[src/rtl/drop_command_sequencer_if.sv]
// Byte-level link between the UART rx/tx pair and the drop command sequencer.
// Rx side: rx_data qualified by the one-cycle new_rx_data strobe. Tx side: tx_data taken on the one-cycle new_tx_data strobe, which is only raised when tx_block was low.
interface drop_command_sequencer_if;
  logic [7:0] rx_data;
  logic       new_rx_data;
  logic [7:0] tx_data;
  logic       new_tx_data;
  logic       tx_block;

  // UART side: supplies received bytes and the transmitter busy flag.
  modport master (
    output rx_data,
    output new_rx_data,
    output tx_block,
    input  tx_data,
    input  new_tx_data
  );

  // Sequencer side.
  modport slave (
    input  rx_data,
    input  new_rx_data,
    input  tx_block,
    output tx_data,
    output new_tx_data
  );
endinterface

[src/rtl/drop_command_sequencer.sv]
// Arm-then-fire payload release sequencer: decodes command bytes, times the
// arming window and release hold with one counter, and acks every command.
module drop_command_sequencer #(
  parameter int ARM_TIMEOUT = 50_000_000,
  parameter int HOLD_CYCLES = 100_000_000,
  parameter int CTR_W       = 27
) (
  input  logic                          clk,
  input  logic                          rst,
  drop_command_sequencer_if.slave       bus,
  output logic                          drop,
  output logic                          armed,
  output logic [7:0]                    debug
);

  typedef enum logic [2:0] {
    ST_IDLE  = 3'd0,
    ST_ARMED = 3'd1,
    ST_DROP  = 3'd2
  } state_t;

  localparam logic [7:0] CMD_ARM    = 8'hA5;
  localparam logic [7:0] CMD_FIRE   = 8'hD7;
  localparam logic [7:0] CMD_DISARM = 8'h00;

  localparam logic [7:0] ACK_ARMED   = 8'h41;
  localparam logic [7:0] ACK_DROP    = 8'h44;
  localparam logic [7:0] ACK_DISARM  = 8'h58;
  localparam logic [7:0] ACK_REJECT  = 8'h3F;
  localparam logic [7:0] ACK_TIMEOUT = 8'h54;
  localparam logic [7:0] ACK_DONE    = 8'h43;

  localparam logic [CTR_W-1:0] ARM_LAST  = CTR_W'(ARM_TIMEOUT - 1);
  localparam logic [CTR_W-1:0] HOLD_LAST = CTR_W'(HOLD_CYCLES - 1);
  localparam logic [CTR_W-1:0] CTR_ONE   = CTR_W'(1);

  state_t           state_q, state_d;
  logic [CTR_W-1:0] ctr_q, ctr_d;
  logic             drop_q;
  logic             armed_q;
  logic             pending_q;
  logic [7:0]       ack_byte_q;
  logic [7:0]       tx_data_q;
  logic             new_tx_q;
  logic             ack_vld_d;
  logic [7:0]       ack_val_d;
  logic             send_d;

  // Next-state decode. A byte in the expiry cycle is handled first; bytes
  // ignored while dropping do not hold off the hold expiry.
  always_comb begin
    state_d   = state_q;
    ctr_d     = ctr_q;
    ack_vld_d = 1'b0;
    ack_val_d = 8'h00;
    case (state_q)
      ST_IDLE: begin
        ctr_d = '0;
        if (bus.new_rx_data) begin
          ack_vld_d = 1'b1;
          case (bus.rx_data)
            CMD_ARM: begin
              state_d   = ST_ARMED;
              ack_val_d = ACK_ARMED;
            end
            CMD_DISARM: ack_val_d = ACK_DISARM;
            default:    ack_val_d = ACK_REJECT;
          endcase
        end
      end

      ST_ARMED: begin
        ctr_d = ctr_q + CTR_ONE;
        if (bus.new_rx_data) begin
          ack_vld_d = 1'b1;
          ctr_d     = '0;
          case (bus.rx_data)
            CMD_ARM: ack_val_d = ACK_ARMED;
            CMD_FIRE: begin
              state_d   = ST_DROP;
              ack_val_d = ACK_DROP;
            end
            CMD_DISARM: begin
              state_d   = ST_IDLE;
              ack_val_d = ACK_DISARM;
            end
            default: begin
              state_d   = ST_IDLE;
              ack_val_d = ACK_REJECT;
            end
          endcase
        end else if (ctr_q == ARM_LAST) begin
          state_d   = ST_IDLE;
          ctr_d     = '0;
          ack_vld_d = 1'b1;
          ack_val_d = ACK_TIMEOUT;
        end
      end

      ST_DROP: begin
        ctr_d = ctr_q + CTR_ONE;
        if (bus.new_rx_data && (bus.rx_data == CMD_DISARM)) begin
          state_d   = ST_IDLE;
          ctr_d     = '0;
          ack_vld_d = 1'b1;
          ack_val_d = ACK_DISARM;
        end else if (ctr_q == HOLD_LAST) begin
          state_d   = ST_IDLE;
          ctr_d     = '0;
          ack_vld_d = 1'b1;
          ack_val_d = ACK_DONE;
        end
      end

      default: begin
        state_d = ST_IDLE;
        ctr_d   = '0;
      end
    endcase
  end

  // The strobe gap keeps new_tx_data from firing on back-to-back cycles.
  assign send_d = pending_q && !bus.tx_block && !new_tx_q;

  always_ff @(posedge clk or negedge rst) begin
    if (!rst) begin
      state_q    <= ST_IDLE;
      ctr_q      <= '0;
      drop_q     <= 1'b0;
      armed_q    <= 1'b0;
      pending_q  <= 1'b0;
      ack_byte_q <= 8'h00;
      tx_data_q  <= 8'h00;
      new_tx_q   <= 1'b0;
    end else begin
      state_q  <= state_d;
      ctr_q    <= ctr_d;
      drop_q   <= (state_d == ST_DROP);
      armed_q  <= (state_d == ST_ARMED);
      new_tx_q <= send_d;
      if (send_d) begin
        tx_data_q <= ack_byte_q;
      end
      // A fresh ack overrides both the slot clear and any unsent older ack.
      if (ack_vld_d) begin
        pending_q  <= 1'b1;
        ack_byte_q <= ack_val_d;
      end else if (send_d) begin
        pending_q  <= 1'b0;
      end
    end
  end

  assign bus.tx_data     = tx_data_q;
  assign bus.new_tx_data = new_tx_q;
  assign drop            = drop_q;
  assign armed           = armed_q;
  assign debug           = {4'b0000, pending_q, state_q};

endmodule

[src/flat_wrapper.sv]
// flat-port wrapper written by rule: the top's interface ports become plain ports
module drop_command_sequencer_flat 
#(
  parameter int ARM_TIMEOUT = 50_000_000,
  parameter int HOLD_CYCLES = 100_000_000,
  parameter int CTR_W       = 27
)
  (clk, rst, drop, armed, debug, bus_rx_data, bus_new_rx_data, bus_tx_block, bus_tx_data, bus_new_tx_data);
  drop_command_sequencer_if bus_i ();
  input  logic clk;
  input  logic rst;
  output logic drop;
  output logic armed;
  output logic [7:0] debug;
  input wire logic [$bits(bus_i.rx_data)-1:0] bus_rx_data;
  input wire logic [$bits(bus_i.new_rx_data)-1:0] bus_new_rx_data;
  input wire logic [$bits(bus_i.tx_block)-1:0] bus_tx_block;
  output wire logic [$bits(bus_i.tx_data)-1:0] bus_tx_data;
  output wire logic [$bits(bus_i.new_tx_data)-1:0] bus_new_tx_data;
  assign bus_i.rx_data = bus_rx_data;
  assign bus_i.new_rx_data = bus_new_rx_data;
  assign bus_i.tx_block = bus_tx_block;
  assign bus_tx_data = bus_i.tx_data;
  assign bus_new_tx_data = bus_i.new_tx_data;
  drop_command_sequencer #(.ARM_TIMEOUT(ARM_TIMEOUT), .HOLD_CYCLES(HOLD_CYCLES), .CTR_W(CTR_W)) u_core (.clk(clk), .rst(rst), .bus(bus_i), .drop(drop), .armed(armed), .debug(debug));
endmodule
[config.mk]
export PLATFORM = sky130hd
export DESIGN_NAME = drop_command_sequencer_flat
export DESIGN_NICKNAME = d
export VERILOG_FILES = /design/src/rtl/drop_command_sequencer_if.sv /design/src/rtl/drop_command_sequencer.sv /design/src/flat_wrapper.sv
export SDC_FILE = /design/constraint.sdc
export NUM_CORES = 1
export LEC_CHECK = 0
export BUFFER_PORTS_ARGS = -buffer_cell sky130_fd_sc_hd__buf_2
export CAP_MARGIN = 10
export CELL_PAD_IN_SITES_DETAIL_PLACEMENT = 0
export CELL_PAD_IN_SITES_GLOBAL_PLACEMENT = 1
export CORE_MARGIN = 2
export CORE_UTILIZATION = 50
export CTS_BUF_LIST = sky130_fd_sc_hd__clkbuf_4 sky130_fd_sc_hd__clkbuf_8
export DETAILED_ROUTE_END_ITERATION = 7
export GPL_TIMING_DRIVEN = 0
export PLACE_DENSITY = 0.95
export SETUP_SLACK_MARGIN = 0.5
export SLEW_MARGIN = 15
export SYNTH_ARGS = -nofsm -noshare
export SYNTH_HDL_FRONTEND = slang
export SYNTH_SLANG_ARGS = --single-unit
export TNS_END_PERCENT = 1
[constraint.sdc]
create_clock -name clk -period 5.6 [get_ports clk]
set_input_delay 1.12 -clock clk [delete_from_list [all_inputs] [get_ports clk]]
set_output_delay 1.12 -clock clk [all_outputs]
set_load 0.03 [all_outputs]
==> metrics <==
Area growth syn-to-layout=13.6%; Syn Inst Count=234; post-synthesis cell area=0.00242 mm²; via count=1849; dpl hpwl=3410 µm; met2 routed WL=2160 µm; Peak VDD IR=0.137 mV; most frequent cells in the layout=48 x dfrtp_1, 32 x nor2_1, 24 x buf_2; Total Routing Usage GR=0.193; LEAKAGE=0.00122 µW; cts hold-fix bufs=0; routability cong.=0.759; die height=73.5 µm; CTS Sinks=48; setup TNS=0 ps; final slew viol count=0; Post-synth EDFFs=0; Max Used Layer=met4; MaxCap Viol Count=0; status=finished, final reports clean; Core ar.=0.00469 mm²; cts bufs inserted=5; number of synthesized register bits=48; Fin. Hold Viols=0; final setup violation count=0; final setup margin=2800 ps; Worst Tran Pin Value=1050 ps; antenna cells=0; fin crit period=2800 ps; starting density of the core=0.515; final net count=284; depth of the CTS H-tree=2; Clock Skew=4.40 ps; dpl ws=2480 ps; worst rel slew slack=0.300; Seq/Total Area, Yosys=0.497; Tcrit/Tclk final=0.500; Pre-Repair DR Iteration Count=4; share of post-route cells with drive strength above 1=0.191; wire length on met1=2300 µm; Clk Latency, worst-skew pair=300 ps; clk buf depth=2; first-pass GRT wire length=7940 µm; post-route antenna net violation count=0; CP endpoint kind=flip-flop; clock slew at reported path FFs=90 ps; CTS tree=done; Starting DRT DRC Count=117; post-route cell area=0.00275 mm²; Core Rows=25; Remaining DRCs=0; critical path class=primary input to flip-flop; IO Count=31; Achievable Freq=0.357 GHz; initial antenna violation count=0; cts repair resizes=0; post-CTS setup buffer count=0; pwr dens=272 mW/mm²; Cells after DPL=318; Async S/R FF share, synth=1.00; Synth cell types=43; Layout Cells excl Fill=326; largest net degree at the start of global routing=49; RSZ-0062 raised after global routing=false; clk root buf=clkbuf_8; vias in the first global route=1700; critical path data arrival time=2990 ps; WL/cell=14.3 µm; DR WL met3=131 µm; CP required=5790 ps; crit start category=primary input; Crit Path Max Fanout=10; Mapped Avg Cell Area=10.3 µm²; grt ovf=0; port bufs=25; Chip Width=73.5 µm; Top FF cell, synth=dfrtp_1; Detailed Route WL=4670 µm; DP Area=0.00263 mm²; commonest non-fill, non-tap cell in the layout=dfrtp_1; Warnings, synthesis=0; die area=0.00540 mm²; DR vias/cell=5.67; Hold WC Path Type=flip-flop to flip-flop
-- where the power goes --
part           switching, µW  leakage, µW  total (µW)  internal [µW]
Sequential              12.4     0.000631         383            371
Combinational           71.1     0.000535         110           39.2
Clock                    119    0.0000548         254            135
-- sequential cells by signal (all words and copies together), names as in the netlist --
| name | cells |
|---|---|
| u_core.bus.new_tx_data | 1 |
| u_core.state_q | 3 |
| u_core.pending_q | 1 |
| u_core.ack_byte_q | 7 |
| u_core.drop | 1 |
| u_core.bus.tx_data | 7 |
| u_core.armed | 1 |
| u_core.ctr_q | 27 |
-- synth_stat cells (all sizes together), types with 4 or more instances --
library cell  number  share of area
xnor2              5          0.018
mux2               7          0.033
nor3               5          0.010
and2               4          0.010
nand2             16          0.025
xor2              20          0.073
nand4             12          0.031
dfrtp             48           0.50
buf                9          0.028
nor2              32          0.050
and4               6          0.022
nor3b              4          0.012
a21oi              5          0.010
nand3              8          0.017
and3               9          0.023
-- critical path: stages --
cell and delay (ps):
buf_2 110, or4_1 560, or3_1 450, o41ai_4 120, o32a_1 200, buf_4 170, buf_4 200, nor2_1 60
-- path summary, 6_finish.rpt --
path	startpoint	to	slack, ps	cells past startpoint
max	bus_rx_data[1]	u_core.ctr_q[3]	2800	8
min	u_core.ack_byte_q[4]	u_core.ack_byte_q[4]	490	1
max reg2reg	u_core.ctr_q[0]	u_core.ctr_q[3]	3160	8
min reg2reg	u_core.ack_byte_q[4]	u_core.ack_byte_q[4]	490	1
max in group asynchronous	rst	u_core.ctr_q[23]	4380	1
min in group asynchronous	rst	u_core.ctr_q[3]	820	1
-- per-layer routing --
| layer | GRT usage | vias to the layer above |
|---|---|---|
| li1 | - | 910 |
| met1 | 0.275 | 889 |
| met2 | 0.298 | 45 |
| met3 | 0.0247 | 5 |
| met4 | 0.0788 | 0 |
| met5 | 0 | - |
-- cell type report --
| type | instances | area [µm²] |
|---|---|---|
| multi-input combinational | 177 | 1150 |
| clock inverter | 3 | 46.3 |
| sequential | 48 | 1200 |
| inverter | 2 | 7.51 |
| timing repair buffer | 25 | 128 |
| tap | 54 | 67.6 |
| fill | 420 | 1950 |
| clock buffer | 5 | 68.8 |
| buffer | 12 | 78.8 |
-- cell families after synthesis --
logic type,Yosys count,synth area share
buf+inv,14,0.0357
other cells,1,0.00155
xor+xnor,25,0.0906
simple gates,113,0.256
flops,48,0.497
compound gates,25,0.0808
mux,7,0.0326
fa+ha+maj,1,0.00518
-- metrics by stage --
| stage | utilization | hold WS, ps | total power [µW] |
|---|---|---|---|
| after floorplan | - | 445 | 464 |
| after global placement | 0.560 | 464 | 498 |
| after detailed placement | 0.560 | 481 | 502 |
| after CTS | 0.585 | 498 | 758 |
| after global routing | 0.585 | 531 | 783 |
| final | 0.585 | 491 | 747 |
No activity file was read; power rests on OpenSTA's default activity.
